**src/rtl/task_ctrl_block_p.sv**
```systemverilog
// Hardware task control block: lifecycle state, priority aging,
// execution budget and sorter entry for one scheduler task.
module task_ctrl_block_p #(
   parameter int TASK_ID    = 9,
   parameter int ID_W       = 8,
   parameter int PRIO_W     = 8,
   parameter int HIT_W      = 8,
   parameter int ARG_W      = 8,
   parameter int AGE_PERIOD = 10000,
   parameter int CNT_W      = 32,
   parameter int INIT_HIT   = 128
) (
   input  logic                    CLK,
   input  logic                    RST,
   input  logic                    op_valid,
   input  logic [ID_W+4+ARG_W-1:0] in_op,
   output logic [ID_W+PRIO_W-1:0]  out_sorter,
   output logic                    out_valid,
   output logic                    exe_flag,
   output logic                    op_ack,
   output logic                    op_err,
   output logic [1:0]              state_o
);

   typedef enum logic [1:0] {
      ST_READY = 2'b00,
      ST_SUSP  = 2'b01,
      ST_WAIT  = 2'b10,
      ST_TERM  = 2'b11
   } state_t;

   state_t             state, state_n;
   logic [PRIO_W-1:0]  prio, prio_n;
   logic [HIT_W-1:0]   hit, hit_n;
   logic [CNT_W-1:0]   cnt, cnt_n;
   logic               exe, exe_n;
   logic               ack_n, err_n;
   logic               aging, tick, sel;
   logic [ID_W+PRIO_W-1:0] sorter_n;

   logic [ID_W-1:0]    tgt;
   logic [3:0]         opc;
   logic [ARG_W-1:0]   arg;

   assign tgt = in_op[ID_W+4+ARG_W-1 -: ID_W];
   assign opc = in_op[ARG_W+3:ARG_W];
   assign arg = in_op[ARG_W-1:0];
   assign sel = op_valid && (tgt == ID_W'(TASK_ID));

   assign aging = (state == ST_READY) && !exe;
   assign tick  = aging && (cnt == CNT_W'(AGE_PERIOD - 1));

   always_comb begin
      state_n  = state;
      prio_n   = prio;
      hit_n    = hit;
      exe_n    = exe;
      cnt_n    = '0;
      ack_n    = 1'b0;
      err_n    = 1'b0;
      sorter_n = '0;

      // Aging first; an accepted SetPrio below overrides the tick.
      if (aging) begin
         if (tick) begin
            cnt_n = '0;
            if (prio != '1) prio_n = prio + 1'b1;
         end else begin
            cnt_n = cnt + 1'b1;
         end
      end

      if (sel) begin
         unique case (opc)
            4'h1, 4'h2, 4'h3: begin
               if (state == ST_TERM) begin
                  err_n = 1'b1;
               end else begin
                  exe_n = 1'b0;
                  unique case (opc)
                     4'h1:    state_n = ST_READY;
                     4'h2:    state_n = ST_SUSP;
                     default: state_n = ST_WAIT;
                  endcase
               end
            end
            4'h4, 4'hC: begin
               state_n = ST_TERM;
               exe_n   = 1'b0;
            end
            4'h5: begin
               if (state == ST_TERM) err_n = 1'b1;
               else prio_n = arg[PRIO_W-1:0];
            end
            4'h6: begin
               if (state == ST_TERM) err_n = 1'b1;
               else hit_n = arg[HIT_W-1:0];
            end
            4'h7: begin
               if (state == ST_READY && !exe && hit != '0) begin
                  hit_n = hit - 1'b1;
                  exe_n = 1'b1;
               end else begin
                  err_n = 1'b1;
               end
            end
            4'hF: begin
               if (exe && state != ST_TERM) exe_n = 1'b0;
               else err_n = 1'b1;
            end
            default: err_n = 1'b1;
         endcase
         ack_n = !err_n;
      end

      // Leaving Ready or starting execution restarts the aging period.
      if (state_n != ST_READY || exe_n) cnt_n = '0;

      if (aging) sorter_n = {ID_W'(TASK_ID), prio};
   end

   always_ff @(posedge CLK) begin
      if (RST) begin
         state      <= ST_READY;
         prio       <= '0;
         hit        <= HIT_W'(INIT_HIT);
         exe        <= 1'b0;
         cnt        <= '0;
         op_ack     <= 1'b0;
         op_err     <= 1'b0;
         out_sorter <= '0;
         out_valid  <= 1'b0;
      end else begin
         state      <= state_n;
         prio       <= prio_n;
         hit        <= hit_n;
         exe        <= exe_n;
         cnt        <= cnt_n;
         op_ack     <= ack_n;
         op_err     <= err_n;
         out_sorter <= sorter_n;
         out_valid  <= aging;
      end
   end

   assign exe_flag = exe;
   assign state_o  = state;

endmodule

```
**config.mk**
```make
export PLATFORM = sky130hd
export DESIGN_NAME = task_ctrl_block_p
export DESIGN_NICKNAME = d
export VERILOG_FILES = /design/src/rtl/task_ctrl_block_p.sv
export SDC_FILE = /design/constraint.sdc
export NUM_CORES = 1
export LEC_CHECK = 0
export BUFFER_PORTS_ARGS = -buffer_cell sky130_fd_sc_hd__buf_2
export CORE_ASPECT_RATIO = 1.75
export CORE_MARGIN = 10
export CORE_UTILIZATION = 33
export DETAILED_ROUTE_END_ITERATION = 10
export PLACE_DENSITY_LB_ADDON = 0.12
export SLEW_MARGIN = 20
export SYNTH_ARGS = -nofsm -noshare
export SYNTH_HDL_FRONTEND = slang
export SYNTH_SLANG_ARGS = --single-unit
```
**constraint.sdc**
```tcl
create_clock -name CLK -period 6.9 [get_ports CLK]
set_clock_uncertainty 0.15 [all_clocks]
set_input_delay 0.69 -clock CLK [delete_from_list [all_inputs] [get_ports CLK]]
set_output_delay 0.69 -clock CLK [all_outputs]
set_load 0.1 [all_outputs]
```
==> reports/summary.md, run 1 <==
The flow ran to the end, and the final reports show no timing, DRC or antenna violations. The maximum fanout along the worst path was 18. The startpoint identified for the worst register-to-register timing path is cnt[0]$_SDFF_PP0_.

For the pin with the worst max-slew slack, the measured transition is 0.948 ns. In this run the remaining antenna-violating nets after routing total 0. The worst setup path is launched from an input port. STA puts the critical path data required time at 7.01 ns.

In the synthesized netlist, the number of instances is 399. The logs give 0 for the count of pins over their slew limit and 9790 um2 for the standard cell core area. 0 antenna diodes ended up in the layout.

The count of standard-cell rows was 48; the critical path data arrival time was 3.02 ns. The max-cap violation count is 0. The detailed-placement wirelength estimate was 6.51 mm.

Entering global routing, the biggest net connects 33 pins. In the synthesized netlist the dominant register cell turns out to be sky130_fd_sc_hd__dfxtp_1. The minimum clock period after layout came out at 2.91 ns. Counting flops with a built-in enable in the synthesized netlist gives 0.

For this design the static power due to leakage is 1.39 nW. The tree is rooted in a sky130_fd_sc_hd__clkbuf_16. The number of buffers between clock root and the deepest sink was 2; the floorplan die width was 95.5 um. Setup slack on the worst reg-to-reg path comes out at 4.22 ns. Most common cell after layout, fill and taps aside: sky130_fd_sc_hd__dfxtp_1.

Setup violations remaining at the end of the flow were counted as 0. The detailed-route DRC error count is 0. TritonCTS built the clock tree.

In this run the cell area of the synthesized design comes to 3290 um2. The top cell types in the final layout, fill and taps aside, are sky130_fd_sc_hd__dfxtp_1 (62), sky130_fd_sc_hd__nor2_1 (56), sky130_fd_sc_hd__buf_2 (38), sky130_fd_sc_hd__nand2_1 (28), sky130_fd_sc_hd__xor2_1 (22). After clock tree synthesis, the repair step resized 0 gates.

The area share of fa/ha/maj cells after synthesis came out at 0.0152. The share of cells above drive strength 1 was 0.156. The most critical setup path has its endpoint at hit[0]$_SDFFE_PP0P_. The initial core utilization is 0.336.

The logs give 0.377 for the sequential share of the synthesized area and 1047 for the number of fillers in the final layout. Dividing the detail-routed wire length by the instance count gives 15.6 um. The portion of netlist area occupied by mux cells works out to 0.0125. The main combinational cell family by area after synthesis is simple AND/OR/NAND/NOR gates. The complex-gate fraction of the synthesized area is 0.132, and the area added between synthesis and finish is 14.5%. The floorplan step defined a die boundary enclosing 14500 um2. TritonCTS created 9 clock buffers. Counting flops and latches in the post-synthesis netlist gives 62. The maximum level of the CTS H-tree is 3. The number of cells on the worst reg-to-reg path is 6. The tools report the element type at the critical path end as a flop. The run gives 4 as the total iterations of the first detailed-routing run. Across all layers, the routed design uses 2896 vias.

After clock tree synthesis, the setup repair step added 0 buffers. For the total count of hold-check failures in the final report, the log shows 0. The fraction of registers with async set/reset was 0.

VDD sags by at most 0.142 mV. The first-pass GRT wire length is 14.5 mm, and the clock net sink count is 62. The die is 152 um tall. Number of nets in the layout: 457.

The global-route usage over all layers is 0.125. For the number of antenna violations at the first check in global routing, the log shows 0. The congestion estimate from routability-driven global placement came to 0.789. For this design the ratio of total power to cell area is 220 nW/um2.

Clock-pin slew was measured on the worst setup and hold paths at 0.05 ns. Count of distinct cell types in the synthesized netlist: 56. For this block, the routed nets add up to 8.71 mm of wire. After layout, the design draws a total of 0.829 mW.

After the first detailed-routing iteration, the DRC count stood at 101. The run gives 0 ns as the sum of negative setup slack. By startpoint and endpoint, the worst setup path is classified as input port to flop. The number of global-route vias before repair was 2835; the share of synthesized cell area in and, or, nand and nor gates was 0.319. Yosys printed 0 warnings.

During placement, the flow inserted port buffers numbering 38. Reg-to-reg endpoint: prio[5]$_SDFF_PP0_. For the total of hold buffers inserted after clock tree synthesis, the log shows 0. The critical path starts at in_op[11]. The post-route fraction of the period consumed by the critical path was 0.421; the normalized max-slew margin was 0.364.

Derived from the worst setup path, the maximum achievable clock frequency is 344 MHz. For the worst-skew pair, the clock arrives at the later sink with an insertion delay of 0.33 ns. Setup repair after global routing left no endpoint under its margin. The detailed-route vias per instance was 5.17. The synthesized-area fraction occupied by xor and xnor cells is 0.0798, and the total congestion overflow is 0. The boundary pin count came out at 45. Dividing the synthesized area by the synthesized cell count gives 8.25 um2.

In this run the worst hold path is classified as flop to flop.
[critical path: stages]
cell	delay, ns
sky130_fd_sc_hd__buf_2	0.14
sky130_fd_sc_hd__nand4b_1	0.63
sky130_fd_sc_hd__a211oi_1	0.54
sky130_fd_sc_hd__o21ai_1	0.40
sky130_fd_sc_hd__or3_1	0.46
sky130_fd_sc_hd__a21oi_1	0.14
[where the power goes]
part           switching [mW]  internal, mW
Sequential            0.00163         0.360
Clock                   0.164         0.250
Combinational          0.0407        0.0120
Total                   0.206         0.622
[cells by family after synthesis]
| group | count (synthesis) |
|---|---|
| simple gates | 200 |
| compound gates | 66 |
| flops | 62 |
| buf+inv | 32 |
| xor+xnor | 30 |
| fa+ha+maj | 4 |
| mux | 4 |
| other cells | 1 |
[how the worst min path moves through the flow]
stage | start | end | slack (ns) | cells past startpoint
finish | hit[5]$_SDFFE_PP0P_ | hit[5]$_SDFFE_PP0P_ | 0.32 | 2
global route | hit[5]$_SDFFE_PP0P_ | hit[5]$_SDFFE_PP0P_ | 0.34 | 2
CTS | hit[5]$_SDFFE_PP0P_ | hit[5]$_SDFFE_PP0P_ | 0.33 | 2
detailed placement | hit[5]$_SDFFE_PP0P_ | hit[5]$_SDFFE_PP0P_ | 0.32 | 2
global placement | hit[5]$_SDFFE_PP0P_ | hit[5]$_SDFFE_PP0P_ | 0.32 | 2
floorplan | cnt[0]$_SDFF_PP0_ | cnt[0]$_SDFF_PP0_ | 0.29 | 1
[cell type report]
type                       count  area [um2]  area share
multi-input combinational    310        1860       0.494
clock buffer                  10         239      0.0634
inverter                       6        22.5     0.00597
tap                          125         156      0.0415
timing repair buffer          41         213      0.0564
clock inverter                 6        37.5     0.00996
sequential                    62        1240       0.329
[cell usage after synthesis (9+ instances only)]
master / n / area (um2)
sky130_fd_sc_hd__nand2_1: 28 / 105
sky130_fd_sc_hd__a21oi_1: 20 / 100
sky130_fd_sc_hd__nor3_1: 10 / 50.1
sky130_fd_sc_hd__xor2_1: 22 / 193
sky130_fd_sc_hd__nand3_1: 21 / 105
sky130_fd_sc_hd__nand4_1: 17 / 106
sky130_fd_sc_hd__o21ai_0: 11 / 55.1
sky130_fd_sc_hd__nor2_1: 56 / 210
sky130_fd_sc_hd__dfxtp_1: 62 / 1240
sky130_fd_sc_hd__clkbuf_1: 12 / 45.0
sky130_fd_sc_hd__and2_1: 14 / 87.6
sky130_fd_sc_hd__or3_1: 9 / 56.3
sky130_fd_sc_hd__and3_1: 10 / 62.6
sky130_fd_sc_hd__nor4_1: 9 / 56.3
[state kept, by name, indices dropped and copies added, names as in the netlist]
| name | cells |
|---|---|
| op_err | 1 |
| out_sorter | 9 |
| op_ack | 1 |
| prio | 8 |
| state_o | 2 |
| cnt | 32 |
| exe_flag | 1 |
| hit | 8 |
[stage by stage]
| step | setup slack (ns) | instance area (um2) | hold WS (ns) | instances | util |
|---|---|---|---|---|---|
| final | 3.99 | 3770 | 0.323 | 560 | 0.385 |
| after floorplan | 4.04 | 3310 | 0.293 | 404 | - |
| after global routing | 3.69 | 3770 | 0.341 | 560 | 0.385 |
| after global placement | 3.73 | 3490 | 0.315 | 544 | 0.357 |
| after CTS | 3.99 | 3770 | 0.327 | 560 | 0.385 |
| after detailed placement | 3.66 | 3490 | 0.319 | 544 | 0.357 |
[per-layer routing]
metal | part of all wire | GRT usage | vias up
li1 | - | - | 1481
met1 | 0.39 | 0.125 | 1366
met2 | 0.55 | 0.230 | 36
met3 | 0.041 | 0.0355 | 13
met4 | 0.020 | 0.0501 | 0
met5 | 0 | 0 | -
(Power assumes the default switching activity.)
==> inputs of run 2 (changes only) <==
==> constraint.sdc (replaced) <==
create_clock -name CLK -period 2.7 [get_ports CLK]
set_clock_uncertainty 0.15 [all_clocks]
set_input_delay 0.27 -clock CLK [delete_from_list [all_inputs] [get_ports CLK]]
set_output_delay 0.27 -clock CLK [all_outputs]
set_load 0.1 [all_outputs]
==> run 2 against run 1 <==
Effect of this change: utilization grew 1.5 points; setup slack worse by 3.9 ns; first-iteration DRC count shrank 19%; via count is 1.0% higher; critical endpoint is now prio[5]$_SDFF_PP0_; largest cell class unchanged.
==> reports/summary.md, run 2 (synthesis gave the netlist of run 1 again) <==
The flow ran to the end, and the final reports show no timing, DRC or antenna violations. Number of fillers in the final layout: 1026 (was 1047). The multi-input combinational cell area was 1880 um2 (was 1860 um2).

The net switching fraction of the power was 0.237 (was 0.249); the first-pass GRT wire length was 14.5 mm (about the same). The run gives 6.72 mm (was 6.51 mm) as the detailed-placement wirelength estimate. The logs give 48 (unchanged) for the count of standard-cell rows and 0.346 mV (was 0.142 mV) for the worst-case vdd ir drop.

The average wire length per cell after detail routing came out at 15.5 um (was 15.6 um). The tools report the startpoint of the lowest-slack register-to-register path as cnt[31]$_SDFF_PP0_ (was cnt[0]$_SDFF_PP0_). Setup repair after global routing left no endpoint under its margin. The number of flip-flops under the largest register name came out at 32 (unchanged). The total length of routed wires came out at 8.83 mm (was 8.71 mm).

The number of diodes added for antenna fixing came out at 0 (unchanged). The run gives 9790 um2 (unchanged) as the standard cell core area. Path depth of the worst reg2reg path: 5 (was 6). The run gives 0.585 (was 0.364) as the normalized max-slew margin. The cell count of the worst hold path works out to 3 (was 2). The reg-to-reg endpoint is prio[5]$_SDFF_PP0_ (unchanged).

The tools report the number of antenna violations at the first check in global routing as 0 (unchanged). The tools report the portion of total power attributed to sequential cells as 0.416 (was 0.437). The combinational power share is 0.063 (was 0.064), and the global-route usage over all layers is 0.126 (was 0.125). Critical path's top delay family: simple AND/OR/NAND/NOR gates (unchanged). The most common cell after layout, fill and taps aside was sky130_fd_sc_hd__dfxtp_1 (unchanged).

The total die area was 14500 um2 (unchanged); the floorplan die width was 95.5 um (unchanged). The run gives 9 (unchanged) as the number of CTS-inserted buffers. The slowest cell on the critical path was sky130_fd_sc_hd__or4_1 (was sky130_fd_sc_hd__nand4b_1). The critical path data arrival time was 2.68 ns (was 3.02 ns). TritonCTS built the clock tree.

The logs give 0 (unchanged) for the post-CTS setup repair buffer count and 0.400 (was 0.385) for the fraction of the core area covered by cells at the end of the flow. The overall die height came out at 152 um (unchanged). The run gives 0 (unchanged) as the total congestion overflow. Worst min-delay path class: input port to flop (was flop to flop).

The logs give 0 (unchanged) for the detailed-route DRC error count and 0.336 (unchanged) for the initial core utilization. The clock net sink count came out at 62 (unchanged). Series of cell instances along the critical path: or3_1 -> or3_1 -> or4_4 -> or4_1 -> a311oi_1 (was buf_2 -> nand4b_1 -> a211oi_1 -> o21ai_1 -> or3_1 -> a21oi_1).

Total power after layout: 2.22 mW (was 0.829 mW). The boundary pin count is 45 (unchanged). The number of buffers between clock root and the deepest sink was 2 (unchanged); the vias after detailed routing was 2925 (was 2896). The sum of negative setup slack is 0 ns (unchanged). The setup-violating endpoint count in the final report came out at 0 (unchanged). The cell chosen for the clock root was sky130_fd_sc_hd__clkbuf_16 (unchanged). The detailed-route vias per instance was 5.12 (was 5.17). The clock network fraction of total power was 0.521 (was 0.500); the maximum level of the CTS H-tree was 3 (unchanged).

The startpoint of the most critical hold path is in_op[6] (was hit[5]$_SDFFE_PP0P_). The largest stage delay on the critical path works out to 0.52 ns (was 0.63 ns). The max-cap violation count was 0 (unchanged). The number of nets in the layout is 468 (was 457), and the count of input and output buffers is 38 (unchanged). The tools report the element type at the critical path end as a flop (unchanged). The total count of hold-check failures in the final report was 0 (unchanged); the clock-pin slew on the worst setup and hold paths was 0.05 ns (about the same). The internal power contribution came out at 1.69 mW (was 0.622 mW). Switching component of the power: 0.527 mW (was 0.206 mW). The critical path depth was 5 (was 6). The register with the most flip-flops was cnt (unchanged). Top Registers: cnt: 32 flops, out_sorter: 9 flops (unchanged). The area added between synthesis and finish works out to 19.0% (was 14.5%). For the count of pins over their slew limit, the log shows 0 (unchanged). The run gives 82 (was 101) as the starting DRC count in detailed routing.

The power density over cell area was 567 nW/um2 (was 220 nW/um2). The source-to-sink clock delay at the later pin of the worst-skew pair is 0.33 ns (about the same), and the largest net degree at the start of global routing is 33 (unchanged). The post-detailed-route count of antenna-violating nets was 0 (unchanged). The routed design could run at a clock period as short as 2.59 ns.

The tools report the startpoint kind of the worst setup timing path as a flop (was an input port). The total of hold buffers inserted after clock tree synthesis is 0 (unchanged), and the share of cells above drive strength 1 is 0.191 (was 0.156). Most frequent cells in the layout: sky130_fd_sc_hd__dfxtp_1 (59), sky130_fd_sc_hd__nor2_1 (56), sky130_fd_sc_hd__buf_2 (38), sky130_fd_sc_hd__nand2_1 (28), sky130_fd_sc_hd__xor2_1 (22) (was sky130_fd_sc_hd__dfxtp_1 (62), sky130_fd_sc_hd__nor2_1 (56), sky130_fd_sc_hd__buf_2 (38), sky130_fd_sc_hd__nand2_1 (28), sky130_fd_sc_hd__xor2_1 (22)).

The tools report the final weighted congestion in routability-driven placement as 0.791 (was 0.789). The worst-case hold path end point is prio[6]$_SDFF_PP0_ (was hit[5]$_SDFFE_PP0P_). The logs give 2.79 ns (was 7.01 ns) for the critical path required time and 1.47 nW (was 1.39 nW) for the standby leakage power. The post-route fraction of the period consumed by the critical path is 0.960.

The register-to-register setup slack was 0.11 ns (was 4.22 ns); the maximum fanout along the worst path was 13 (was 18). The tools report the number of global-route vias before repair as 2943 (was 2835). The buffer and inverter count on the worst path came out at 0 (was 1).

For the total iterations of the first detailed-routing run, the log shows 4 (unchanged). The pin slew with the least headroom to its limit was 0.623 ns (was 0.948 ns). By instance count, the cell type seen most on the critical path is sky130_fd_sc_hd__or3_1.

The category of the most critical setup path is flop to flop (was input port to flop). For this run, the top clock speed supported by timing is 386 MHz. The total area of sequential cells came out at 1240 um2 (about the same).
-- run 2: changes by cell type in the layout (fill, tap and decap cells not counted), moves of 2 or more --
cell	delta
sky130_fd_sc_hd__buf_4	+10
sky130_fd_sc_hd__dfxtp_1	-3
sky130_fd_sc_hd__clkinv_2	-2
sky130_fd_sc_hd__dfxtp_2	+3
-- run 2: stage by stage --
stage	area (um2)	hold slack, ns	setup slack (ns)	instances
detailed placement	3590	0.324	0.116	555
floorplan	3310	0.235	0.0965	404
CTS	3890	0.0612	0.101	571
global route	3920	0.0985	0.00576	571
finish	3920	0.0722	0.107	571
global placement	3590	0.302	0.163	555
-- run 2: power by group through the flow --
stage                     Clock [mW]  Sequential [mW]  Combinational (mW)
after floorplan                    0            0.949               0.105
after global placement             0            0.943               0.139
after detailed placement           0            0.944               0.140
after CTS                       1.19            0.924               0.141
after global routing            1.23            0.924               0.152
final                           1.16            0.924               0.140
-- run 2: final cells by class --
class | instances | share of cell area
repair buffers | 52 | 0.0786
inverters | 6 | 0.00575
multi-input cells | 310 | 0.481
clock buffers | 11 | 0.0620
clock inverters | 5 | 0.0150
well taps | 125 | 0.0399
flip-flops and latches | 62 | 0.318
-- run 2: repair_timing --
item,CTS,global route
gates resized for setup,0,4
endpoints found under the setup margin,0,7
hold endpoints to repair,0,0
-- run 2: worst max-delay path by stage --
stage	slack, ns	from	to
2_1_floorplan	0.1	state_o[1]$_SDFF_PP0_	prio[5]$_SDFF_PP0_
3_3_place_gp	0.16	cnt[19]$_SDFF_PP0_	prio[5]$_SDFF_PP0_
3_5_place_dp	0.12	cnt[6]$_SDFF_PP0_	prio[5]$_SDFF_PP0_
4_1_cts	0.10	cnt[6]$_SDFF_PP0_	prio[5]$_SDFF_PP0_
5_1_grt	0.006	cnt[0]$_SDFF_PP0_	prio[1]$_SDFF_PP0_
6_report	0.11	cnt[31]$_SDFF_PP0_	prio[5]$_SDFF_PP0_
-- run 2: layer usage --
metal	routed length, um	up-vias	GRT usage
met5	0	-	0
met4	178	0	0.0558
met3	392	11	0.0326
met2	4990	40	0.244
met1	3260	1375	0.114
li1	-	1499	-
-- run 2: worst min-delay path, cell delays in order --
cell and delay [ns]:
sky130_fd_sc_hd__buf_2 0.11, sky130_fd_sc_hd__inv_1 0.04, sky130_fd_sc_hd__o32ai_1 0.07
==> inputs of run 3 (changes only) <==
==> constraint.sdc (replaced) <==
create_clock -name CLK -period 2.7 [get_ports CLK]
set_clock_uncertainty 0.15 [all_clocks]
set_input_delay 0.27 -clock CLK [delete_from_list [all_inputs] [get_ports CLK]]
set_output_delay 0.27 -clock CLK [all_outputs]
set_load 0.01 [all_outputs]
==> run 3 against run 2 <==
Effect of this change: clock power shrank 8%; utilization down 0.40 points; sequential power barely moved; cell count shrank 0.18%; hold slack gained 0.015 ns; count of clock-buffer cells in the layout increased by 2; global-route usage hardly changed; sequential cell count did not move; wire length shrank 0.45%; combinational power down 36%; setup slack better by 0.0091 ns; largest cell class unchanged.
==> reports/summary.md, run 3 (synthesis gave the netlist of run 1 again) <==
The total count of hold-check failures in the final report was 0 (unchanged); the first-pass GRT wire length was 14.6 mm (was 14.5 mm). The largest net degree at the start of global routing is 33 (unchanged), and the number of CTS-inserted buffers is 9 (unchanged). The overall die height was 152 um (unchanged).

The tools report the multi-input combinational cell area as 1870 um2 (was 1880 um2). The pin slew with the least headroom to its limit is 0.934 ns (was 0.623 ns). For the vias after detailed routing, the log shows 2941 (was 2925). The logs give 0 ns (unchanged) for the sum of negative setup slack and 2.08 mW (was 2.22 mW) for the total power after layout. The detailed-placement wirelength estimate came out at 6.70 mm (was 6.72 mm). The register with the most flip-flops is cnt (unchanged). The tools report the standard cell core area as 9790 um2 (unchanged).

The detailed-route DRC error count came out at 0 (unchanged). The number of buffers between clock root and the deepest sink is 2 (unchanged), and the floorplan die width is 95.5 um (unchanged). The source-to-sink clock delay at the later pin of the worst-skew pair was 0.33 ns (about the same). Startpoint kind of the worst setup timing path: a flop (unchanged). TritonCTS built the clock tree.

Element type at the critical path end: a flop (unchanged). The average wire length per cell after detail routing is 15.4 um (was 15.5 um), and the final weighted congestion in routability-driven placement is 0.801 (was 0.791). The slowest cell on the critical path is sky130_fd_sc_hd__or4_4 (was sky130_fd_sc_hd__or4_1).

The critical path data arrival time was 2.68 ns (about the same); the critical path required time was 2.79 ns (about the same). Series of cell instances along the critical path: nor4_1 -> nand4_1 -> or4_4 -> or4_1 -> a311oi_1 (was or3_1 -> or3_1 -> or4_4 -> or4_1 -> a311oi_1). The total iterations of the first detailed-routing run was 4 (unchanged). Top Registers: cnt: 32 flops, out_sorter: 9 flops (unchanged). The worst min-delay path class was input port to flop (unchanged). For the boundary pin count, the log shows 45 (unchanged). The maximum level of the CTS H-tree was 3 (unchanged); the count of input and output buffers was 38 (unchanged). Most common cell after layout, fill and taps aside: sky130_fd_sc_hd__dfxtp_1 (unchanged). The tools report the post-CTS setup repair buffer count as 0 (unchanged). The run gives 1.47 nW (about the same) as the standby leakage power.

The total length of routed wires was 8.79 mm (was 8.83 mm). The number of fillers in the final layout is 1030 (was 1026), and the global-route usage over all layers is 0.126 (about the same). The largest stage delay on the critical path was 0.61 ns (was 0.52 ns); the fraction of the core area covered by cells at the end of the flow was 0.396 (was 0.400). Number of diodes added for antenna fixing: 0 (unchanged). The cell chosen for the clock root was sky130_fd_sc_hd__clkbuf_16 (unchanged). For the total congestion overflow, the log shows 0 (unchanged). Setup repair after global routing left no endpoint under its margin. The run gives 54 (was 82) as the starting DRC count in detailed routing. The area added between synthesis and finish was 17.8% (was 19.0%).

The detailed-route vias per instance is 5.16 (was 5.12), and the post-route fraction of the period consumed by the critical path is 0.957 (was 0.960). The number of flip-flops under the largest register name works out to 32 (unchanged). Most frequent cells in the layout: sky130_fd_sc_hd__dfxtp_1 (62), sky130_fd_sc_hd__nor2_1 (56), sky130_fd_sc_hd__buf_2 (38), sky130_fd_sc_hd__nand2_1 (28), sky130_fd_sc_hd__xor2_1 (22) (was sky130_fd_sc_hd__dfxtp_1 (59), sky130_fd_sc_hd__nor2_1 (56), sky130_fd_sc_hd__buf_2 (38), sky130_fd_sc_hd__nand2_1 (28), sky130_fd_sc_hd__xor2_1 (22)). The run gives 3056 (was 2943) as the number of global-route vias before repair. The number of nets in the layout is 469 (was 468). The post-detailed-route count of antenna-violating nets is 0 (unchanged), and the minimum clock period after layout is 2.58 ns (was 2.59 ns). The tools report the total area of sequential cells as 1240 um2 (about the same). The run finished with clean final reports. The worst-case vdd ir drop came out at 0.309 mV (was 0.346 mV).

The setup-violating endpoint count in the final report is 0 (unchanged). The category of the most critical setup path was flop to flop (unchanged). For the total die area, the log shows 14500 um2 (unchanged). The count of standard-cell rows was 48 (unchanged); the power density over cell area was 537 nW/um2 (was 567 nW/um2).

The maximum fanout along the worst path is 13 (unchanged). For the number of antenna violations at the first check in global routing, the log shows 0 (unchanged). For the clock net sink count, the log shows 62 (unchanged). The highest clock frequency the design can meet was 387 MHz (was 386 MHz). The post-route worst hold slack is 0.0871 ns (was 0.0722 ns), and the share of cells above drive strength 1 is 0.175 (was 0.191). The logs give 0.373 (was 0.585) for the normalized max-slew margin and 0 (unchanged) for the max-cap violation count. The initial core utilization was 0.336 (unchanged); the clock-pin slew on the worst setup and hold paths was 0.05 ns (about the same).

Count of pins over their slew limit: 0 (unchanged).
[run 3: changes by cell type in the layout (fill, tap and decap cells not counted), sizes merged]
cell      before  now
bufinv         1    0
clkinv         2    1
buf           52   53
clkinvlp       2    0
clkbuf        11   13
[run 3: stage by stage]
| stage | cell area, um2 | cells | setup WS, ns |
|---|---|---|---|
| 2_1_floorplan | 3310 | 404 | 0.250 |
| 3_3_place_gp | 3600 | 556 | 0.123 |
| 3_5_place_dp | 3600 | 556 | 0.111 |
| 4_1_cts | 3870 | 570 | 0.0942 |
| 5_1_grt | 3880 | 570 | 0.0173 |
| 6_report | 3880 | 570 | 0.116 |
[run 3: worst paths after layout]
path,endpoint,startpoint,cells after the start,slack (ns)
max,prio[5]$_SDFF_PP0_,cnt[22]$_SDFF_PP0_,5,0.12
min reg2reg,cnt[0]$_SDFF_PP0_,cnt[0]$_SDFF_PP0_,1,0.32
min,prio[5]$_SDFF_PP0_,in_op[5],3,0.09
max reg2reg,prio[5]$_SDFF_PP0_,cnt[22]$_SDFF_PP0_,5,0.12
[run 3: metal layers]
layer / vias to the layer above / global-route usage / wire (um)
li1: 1501 / - / -
met1: 1385 / 0.111 / 3130
met2: 43 / 0.248 / 5070
met3: 12 / 0.0335 / 410
met4: 0 / 0.0508 / 175
met5: - / 0 / 0
[run 3: cell type report]
class | count | area share
clock buffer | 13 | 0.0697
clock inverter | 1 | 0.00129
inverter | 6 | 0.00581
multi-input combinational | 310 | 0.481
sequential | 62 | 0.320
tap | 125 | 0.0403
timing repair buffer | 53 | 0.0813
[run 3: report_power, final]
part,internal (mW),leakage (nW),total (mW),switching [mW]
clock network,0.683,0.138,1.07,0.384
logic,0.0346,0.832,0.0902,0.0556
registers,0.921,0.500,0.925,0.00406
total,1.64,1.47,2.08,0.444
[run 3: what timing repair did]
item	4_1_cts	5_1_grt
endpoints found under the hold margin	0	0
setup endpoints to repair	0	4
hold buffers	0	0
resized for setup	0	1
[run 3: critical path: cells and delay by family (launching register included)]
| kind | cells | cell delay [ns] |
|---|---|---|
| simple gates | 4 | 1.76 |
| flops | 1 | 0.35 |
| compound gates | 1 | 0.24 |
